--- src/rtl/uart_rx_framed.sv ---
// 8N1 UART receiver with input synchroniser, mid-bit sampling, false-start
// rejection, framing-error/break recovery and an acknowledged holding register.
module uart_rx_framed #(
  parameter int unsigned CLKS_PER_BIT = 87
) (
  input  logic       Clk,
  input  logic       Rst,
  input  logic       Rx_Serial,
  input  logic       Rx_Ack,
  output logic [7:0] Rx_Byte,
  output logic       o_Rx_DV,
  output logic       o_Rx_Valid,
  output logic       o_Rx_Overrun,
  output logic       o_Rx_Frame_Err,
  output logic       o_Rx_Active
);

  localparam int unsigned HALF       = (CLKS_PER_BIT - 1) / 2;
  // The count starts at 0 on the edge after t0, so the sample edge sees HALF-1.
  localparam logic [15:0] START_LAST = 16'(HALF - 1);
  localparam logic [15:0] BIT_LAST   = 16'(CLKS_PER_BIT - 1);

  typedef enum logic [2:0] {
    IDLE       = 3'd0,
    START_BIT  = 3'd1,
    DATA_BITS  = 3'd2,
    STOP_BIT   = 3'd3,
    CLEANUP    = 3'd4,
    BREAK_WAIT = 3'd5
  } state_e;

  state_e      state_q, state_d;
  logic        sync1_q, rx_sync_q;
  logic [15:0] count_q, count_d;
  logic [2:0]  bit_idx_q, bit_idx_d;
  logic [7:0]  shift_q, shift_d;
  logic [7:0]  byte_q, byte_d;
  logic        dv_q, dv_d;
  logic        valid_q, valid_d;
  logic        overrun_q, overrun_d;
  logic        err_q, err_d;
  logic        active_q, active_d;

  // State and datapath registers
  always_ff @(posedge Clk or posedge Rst) begin
    if (Rst) begin
      sync1_q   <= 1'b1;
      rx_sync_q <= 1'b1;
      state_q   <= IDLE;
      count_q   <= '0;
      bit_idx_q <= '0;
      shift_q   <= '0;
      byte_q    <= '0;
      dv_q      <= 1'b0;
      valid_q   <= 1'b0;
      overrun_q <= 1'b0;
      err_q     <= 1'b0;
      active_q  <= 1'b0;
    end else begin
      sync1_q   <= Rx_Serial;
      rx_sync_q <= sync1_q;
      state_q   <= state_d;
      count_q   <= count_d;
      bit_idx_q <= bit_idx_d;
      shift_q   <= shift_d;
      byte_q    <= byte_d;
      dv_q      <= dv_d;
      valid_q   <= valid_d;
      overrun_q <= overrun_d;
      err_q     <= err_d;
      active_q  <= active_d;
    end
  end

  // Next-state and bit-timing logic
  always_comb begin
    state_d   = state_q;
    count_d   = count_q;
    bit_idx_d = bit_idx_q;
    shift_d   = shift_q;
    case (state_q)
      IDLE: begin
        count_d   = '0;
        bit_idx_d = '0;
        if (!rx_sync_q) state_d = START_BIT;
      end
      START_BIT: begin
        if (count_q == START_LAST) begin
          count_d = '0;
          state_d = rx_sync_q ? IDLE : DATA_BITS;
        end else begin
          count_d = count_q + 16'd1;
        end
      end
      DATA_BITS: begin
        if (count_q == BIT_LAST) begin
          count_d            = '0;
          shift_d[bit_idx_q] = rx_sync_q;
          if (bit_idx_q == 3'd7) state_d = STOP_BIT;
          else                   bit_idx_d = bit_idx_q + 3'd1;
        end else begin
          count_d = count_q + 16'd1;
        end
      end
      STOP_BIT: begin
        if (count_q == BIT_LAST) begin
          count_d = '0;
          state_d = rx_sync_q ? CLEANUP : BREAK_WAIT;
        end else begin
          count_d = count_q + 16'd1;
        end
      end
      CLEANUP: begin
        state_d = IDLE;
      end
      BREAK_WAIT: begin
        count_d = '0;
        if (rx_sync_q) state_d = IDLE;
      end
      default: begin
        state_d   = IDLE;
        count_d   = '0;
        bit_idx_d = '0;
      end
    endcase
  end

  // Output / holding-register logic
  always_comb begin
    byte_d    = byte_q;
    dv_d      = 1'b0;
    err_d     = 1'b0;
    valid_d   = valid_q;
    overrun_d = overrun_q;
    if (Rx_Ack) begin
      valid_d   = 1'b0;
      overrun_d = 1'b0;
    end
    // A load in the same cycle as an ack wins; overrun only on an unacked full buffer.
    if (state_q == CLEANUP) begin
      byte_d  = shift_q;
      dv_d    = 1'b1;
      valid_d = 1'b1;
      if (valid_q && !Rx_Ack) overrun_d = 1'b1;
    end
    if (state_q == STOP_BIT && state_d == BREAK_WAIT) err_d = 1'b1;
    active_d = (state_d != IDLE);
  end

  assign Rx_Byte        = byte_q;
  assign o_Rx_DV        = dv_q;
  assign o_Rx_Valid     = valid_q;
  assign o_Rx_Overrun   = overrun_q;
  assign o_Rx_Frame_Err = err_q;
  assign o_Rx_Active    = active_q;

endmodule

--- config.mk ---
export PLATFORM = sky130hd
export DESIGN_NAME = uart_rx_framed
export DESIGN_NICKNAME = d
export VERILOG_FILES = /design/src/rtl/uart_rx_framed.sv
export SDC_FILE = /design/constraint.sdc
export NUM_CORES = 1
export LEC_CHECK = 0
export CORE_AREA = 2 2 83 85
export CTS_CLUSTER_SIZE = 20
export DETAILED_ROUTE_END_ITERATION = 12
export DIE_AREA = 0 0 85 87
export GPL_TIMING_DRIVEN = 0
export MAX_ROUTING_LAYER = met4
export PLACE_DENSITY_LB_ADDON = 0.08
export SLEW_MARGIN = 20
export SYNTH_ARGS = -nofsm -noshare
export SYNTH_HDL_FRONTEND = slang
export SYNTH_SLANG_ARGS = --single-unit
--- constraint.sdc ---
create_clock -name Clk -period 2.7 [get_ports Clk]
set_input_delay 0.675 -clock Clk [delete_from_list [all_inputs] [get_ports Clk]]
set_output_delay 0.675 -clock Clk [all_outputs]
set_load 0.02 [all_outputs]
==> metrics, run 1 <==
via count of the first global-routing pass=1,644; TritonRoute pass-1 iters=4; clk slew on worst S/H paths=90 ps; vias per cell=4.98; largest family of logic cells by synthesized area=simple AND/OR/NAND/NOR gates; met1 Usage GRT=0.171; fraction of registers with async set or reset after synthesis=1.00; post-synthesis simple-gate area fraction=0.255; GR Util met3=0.0313; WHS=361 ps; DRT antenna net count=0; Seq/Total Area, Yosys=0.509; area taken by multi-input logic gates=0.00102 mm²; die height=87 µm; CTS hold repair buffers=0; synth warn=0; Area Overhead vs Synth=16.4%; fin. max-slew vios=0; Worst path slowest cell=dfrtp_1; Post-Synth Adder-Cell Area=0.0226; Worst EP required=2880 ps; DR WL/cell=13.5 µm; met2 usage=0.222; clock skew=5.66 ps; Clk Latency, worst-skew pair=300 ps; H-tree Lvls=2; layout cells sized above 1=0.117; Max-Cap Viols=0; crit-path max FO=10; post-synth net total=231; root buf cell=clkbuf_8; Crit path arrival time=2300 ps; cell area power density=489 mW/mm²; Setup crit start kind=register; Sequential Area=0.00113 mm²; unrepaired setup endpoints after global routing=no; complex-gate fraction of the synthesized area=0.0864; Rows=30; Initial Util=0.337; gr ovfl total=0; DRC Markers=0; post-synthesis xor/xnor area fraction=0.0514; Worst path max stage delay=440 ps; Post-CTS Repair Setup Buffers=0; post-layout util=0.393; antenna violations before repair=0; I/O pin cnt=17; Max clock buf depth=2; routability cong.=0.757; status=finished clean; max_slew headroom=0.661; DRT iter0 DRCs=106; first-pass GRT wire length=7870 µm; largest net degree at the start of global routing=25; final setup vio count=0; min Tclk post-route=2120 ps; sum of negative setup slack=0 ps; Worst Tran Pin Value=504 ps; Total GRT Usage=0.137; post-cts sizing count=0; Final HPWL DP=3120 µm; Core Area=0.00657 mm²; CTS tree=yes; ant diodes=0; CP Capture Type=register; Yosys cell types=46; top_reg_cell synth=dfrtp_1; critical path class=register to register; Post-Synthesis Cells=223; Die ar.=0.00740 mm²; critical path cell sequence=nor4_2, nand4b_4, o21ai_0, a22o_1, buf_2, nor2_1; Layout Nets=255; Final Hold Viols=0; fillers=649; GR peak layer=met2; drt total wl=4420 µm; EDFF count, synth=0; Die X=85 µm; P_leak=1.13 nW; Sink Count=45; type of the tightest min-delay check=register to register; number of port buffers=16; syn_area_per_cell=9.94 µm²; worst vdd ir=226 µV; post-synthesis mux area share=0.0452; TritonCTS buffer count=5; via count=1,634; synthesized cell area=0.00222 mm²; crit share post-route=0.785; Peak Freq=0.472 GHz; synthesized flop and latch total=45
[routing by layer]
| metal | wire length [µm] | part of all wire | vias to the layer above |
|---|---|---|---|
| met1 | 2130 | 0.48 | 793 |
| met3 | 109 | 0.025 | 5 |
| met2 | 2110 | 0.48 | 16 |
| met5 | 0 | 0 | - |
| li1 | - | - | 820 |
| met4 | 61 | 0.014 | 0 |
[cells in the mapped netlist (3+ instances only)]
cell type | number | area (µm²)
a21oi_1 | 4 | 20.0
a31oi_1 | 3 | 18.8
clkbuf_1 | 7 | 26.3
dfrtp_1 | 43 | 1080
ha_1 | 4 | 50.1
inv_1 | 7 | 26.3
mux2_2 | 8 | 90.1
nand2_1 | 35 | 131
nand2b_1 | 4 | 25.0
nand3_1 | 6 | 30.0
nand4_1 | 6 | 37.5
nand4b_1 | 4 | 35.0
nor2_1 | 28 | 105
nor2b_1 | 7 | 43.8
o21ai_0 | 8 | 40.0
xnor2_1 | 6 | 52.6
xor2_1 | 7 | 61.3
[through the flow]
stage	setup WS (ps)	power [mW]	instance area (µm²)	instances
4_1_cts	555	1.29	2580	328
2_1_floorplan	797	0.825	2220	223
3_3_place_gp	-86.6	0.865	2480	319
5_1_grt	383	1.34	2580	328
6_report	581	1.26	2580	328
3_5_place_dp	575	0.869	2500	320
[critical path: cells and delay by family (launching register included)]
family          cells  cell delay (ps)
simple gates        3              740
flops               1              440
compound gates      2              580
buf+inv             1              250
[registers in the layout, summed over array words and instances, names as in the netlist, 3 cells and up]
| signal | count |
|---|---|
| Rx_Byte | 8 |
| count_q | 16 |
| bit_idx_q | 3 |
| state_q | 3 |
| shift_q | 8 |
[final cells by class]
| type | instances | area share |
|---|---|---|
| Buffer | 10 | 0.0155 |
| Clock buffer | 7 | 0.0296 |
| Clock inverter | 1 | 0.00291 |
| Inverter | 7 | 0.0102 |
| Multi-Input combinational cell | 161 | 0.396 |
| Sequential cell | 45 | 0.437 |
| Tap cell | 80 | 0.0388 |
| Timing Repair Buffer | 17 | 0.0698 |
[cells in the final DEF, fill, tap and decap left out, types with 3 or more instances in the layout]
cell             netlist  final
a21oi_1                4      4
a31oi_1                3      3
clkbuf_1               7      9
clkbuf_8               0      5
clkdlybuf4s50_1        0     16
dfrtp_1               43     43
ha_1                   4      4
inv_1                  7      6
mux2_2                 8      8
nand2_1               35     35
nand2b_1               4      4
nand3_1                6      6
nand4_1                6      6
nand4b_1               4      4
nor2_1                28     28
nor2b_1                7      7
o21ai_0                8      8
xnor2_1                6      6
xor2_1                 7      7
[report_power, final]
part | internal, mW | switching, mW | leakage (nW)
clock | 0.183 | 0.227 | 0.0385
combinational | 0.0507 | 0.0885 | 0.482
sequential | 0.693 | 0.0197 | 0.608
total | 0.927 | 0.335 | 1.13
[cells by family after synthesis]
group,Yosys count
compound gates,29
xor+xnor,13
fa+ha+maj,4
buf+inv,17
flops,45
mux,9
simple gates,106
[path summary, 6_finish.rpt]
kind	startpoint	slack (ps)	to	cells after the start
worst max-delay path	count_q[7]	580	count_q[14]	6
worst min-delay path	sync1_q	360	rx_sync_q	0
max in group asynchronous	Rst	1410	rx_sync_q	3
worst max register to register	count_q[7]	580	count_q[14]	6
worst min register to register	sync1_q	360	rx_sync_q	0
min in group asynchronous	Rst	720	shift_q[3]	2
No activity file was read; power rests on OpenSTA's default activity.
==> run 2, diff against run 1 <==
- clock period: 2.7 -> 1.9 ns (I/O delays scaled with it)
==> metrics, run 2 (synthesized netlist as in run 1, its figures left out) <==
status=finished with violations (was finished clean); failing checks=setup timing; Initial Util=0.337 (unchanged); vias per cell=5.07 (was 4.98); TritonRoute pass-1 iters=4 (unchanged); Final Hold Viols=0 (unchanged); Peak Freq=0.514 GHz (was 0.472 GHz); DRT iter0 DRCs=74 (was 106); sw frac=0.274 (was 0.266); Max clock buf depth=2 (unchanged); Worst path slowest cell=dfrtp_1 (unchanged); Worst EP required=2060 ps (was 2880 ps); via count=1,712 (was 1,634); post-layout util=0.419 (was 0.393); critical path class=register to register (unchanged); root buf cell=clkbuf_8 (unchanged); DR WL/cell=14.2 µm (was 13.5 µm); unrepaired setup endpoints after global routing=yes (was no); clock skew=9.84 ps (was 5.66 ps); final setup vio count=3 (was 0); Area Overhead vs Synth=24.2% (was 16.4%); Hold Startpoint=sync1_q (unchanged); fin. max-slew vios=0 (unchanged); combinational power share=0.129 (was 0.110); met2 usage=0.246 (was 0.222); Core Area=0.00657 mm² (unchanged); commonest non-fill, non-tap cell in the layout=dfrtp_1 (unchanged); type of the tightest min-delay check=register to register (unchanged); worst vdd ir=272 µV (was 226 µV); P_int=1.37 mW (was 0.927 mW); Total GRT Usage=0.146 (was 0.137); P_leak=1.21 nW (was 1.13 nW); CP Capture Type=register (unchanged); drt total wl=4800 µm (was 4420 µm); fillers=666 (was 649); Sink Count=45 (unchanged); Seq pwr share=0.538 (was 0.565); GR peak layer=met2 (unchanged); final worst slack=-47.3 ps (was 581 ps); min Tclk post-route=1950 ps (was 2120 ps); H-tree Lvls=2 (unchanged); ant diodes=0 (unchanged); Clk Latency, worst-skew pair=310 ps (was 300 ps); Worst Setup SP=count_q[10] (was count_q[7]); number of flip-flops in the largest register=16 (unchanged); cell area power density=686 mW/mm² (was 489 mW/mm²); DRT antenna net count=0 (unchanged); via count of the first global-routing pass=1,739 (was 1,644); DRC Markers=0 (unchanged); Setup crit start kind=register (unchanged); die height=87 µm (unchanged); CTS tree=yes (unchanged); antenna violations before repair=0 (unchanged); Max-Cap Viols=0 (unchanged); Final HPWL DP=3150 µm (was 3120 µm); commonest non-fill, non-tap cells in the layout=dfrtp_1, nand2_1, nor2_1, clkdlybuf4s50_1, buf_4 (was dfrtp_1, nand2_1, nor2_1, clkdlybuf4s50_1, clkbuf_1); number of port buffers=16 (unchanged); max_slew headroom=0.624 (was 0.661); layout cells sized above 1=0.202 (was 0.117); Die ar.=0.00740 mm² (unchanged); gr ovfl total=0 (unchanged); met1 Usage GRT=0.175 (was 0.171); Most flops, register=count_q (unchanged); TritonCTS buffer count=5 (unchanged); Psw=0.517 mW (was 0.335 mW); I/O pin cnt=17 (unchanged); routability cong.=0.749 (was 0.757); Layout Nets=266 (was 255); Crit Reg-Reg Startpoint=count_q[10] (was count_q[7]); first-pass GRT wire length=8290 µm (was 7870 µm); Finished Cell Area=0.00275 mm² (was 0.00258 mm²); GR Util met3=0.0313 (unchanged); Worst Tran Pin Value=560 ps (was 504 ps); placed cell area=0.00250 mm² (about the same); crit share post-route=1.02 (was 0.785); largest net degree at the start of global routing=32 (was 25); Crit path arrival time=2110 ps (was 2300 ps); Die X=85 µm (unchanged); clk slew on worst S/H paths=90 ps (about the same); crit-path max FO=8 (was 10); critical path cell sequence=nor4_4, nand4b_4, buf_4, o31a_2, a31oi_1, o22ai_1 (was nor4_2, nand4b_4, o21ai_0, a22o_1, buf_2, nor2_1); Clk pwr share=0.334 (was 0.325); Worst path max stage delay=430 ps (was 440 ps); Rows=30 (unchanged)
run 2: cell types whose count changed in the layout (fill, tap and decap cells not counted), sizes merged:
| cell | before | now |
|---|---|---|
| buf | 4 | 13 |
| nor3 | 2 | 3 |
run 2: worst paths after layout:
check                           cells after the start  slack [ps]    endpoint
min in group asynchronous                           2         440  Rx_Byte[1]
worst min-delay path                                0         360   rx_sync_q
worst max register to register                      6         -50  state_q[0]
worst max-delay path                                6         -50  state_q[0]
max in group asynchronous                           3         980  count_q[7]
worst min register to register                      0         360   rx_sync_q
run 2: power groups by stage:
stage | registers (mW) | logic, mW | clock network, mW
global route | 1.02 | 0.272 | 0.678
CTS | 1.01 | 0.234 | 0.646
global placement | 1.03 | 0.196 | 0
detailed placement | 1.03 | 0.201 | 0
floorplan | 1.03 | 0.146 | 0
finish | 1.02 | 0.243 | 0.630
run 2: final cells by class:
class                           count  area, µm²  area share
Inverter                            7       26.3     0.00955
Tap cell                           80        100      0.0364
Sequential cell                    45       1130       0.412
Buffer                             10       43.8      0.0159
Clock buffer                        6       82.6      0.0300
Timing Repair Buffer               27        259      0.0941
Clock inverter                      1       7.51     0.00273
Multi-Input combinational cell    162       1100       0.399
run 2: routing by layer:
metal / vias to the layer above / share of wire / routed length, µm
met1: 855 / 0.46 / 2200
li1: 837 / - / -
met4: 0 / 0.015 / 70
met3: 6 / 0.019 / 89
met2: 14 / 0.51 / 2440
met5: - / 0 / 0
run 2: per-stage QoR:
| step | power (mW) | hold WS [ps] | setup TNS (ps) | setup WS [ps] | std cells |
|---|---|---|---|---|---|
| floorplan | 1.17 | 345 | 0 | 6.05 | 223 |
| global placement | 1.23 | 349 | -33230 | -674 | 319 |
| global route | 1.97 | 371 | -1600 | -127 | 338 |
| finish | 1.89 | 363 | -120 | -47.3 | 338 |
| detailed placement | 1.23 | 351 | -3410 | -203 | 320 |
| CTS | 1.89 | 363 | -147 | -60.8 | 334 |
run 2: critical path: cells and delay by family (launching register included):
| kind | cells | cell delay, ps |
|---|---|---|
| compound gates | 3 | 570 |
| flops | 1 | 430 |
| buf+inv | 1 | 220 |
| simple gates | 2 | 590 |
run 2: timing repair:
action / in CTS / in global routing
hold buffers: 0 / 0
pin swaps: 7 / 5
cloned: 1 / 0
buffers inserted: 6 / 4
resized for setup: 13 / 8
endpoints found under the setup margin: 31 / 32
==> run 3, diff against run 2 <==
- CTS_CLUSTER_SIZE: 20 -> default
==> results of run 3 <==
No change in the layout: final DEF, timing and power equal those of run 2.
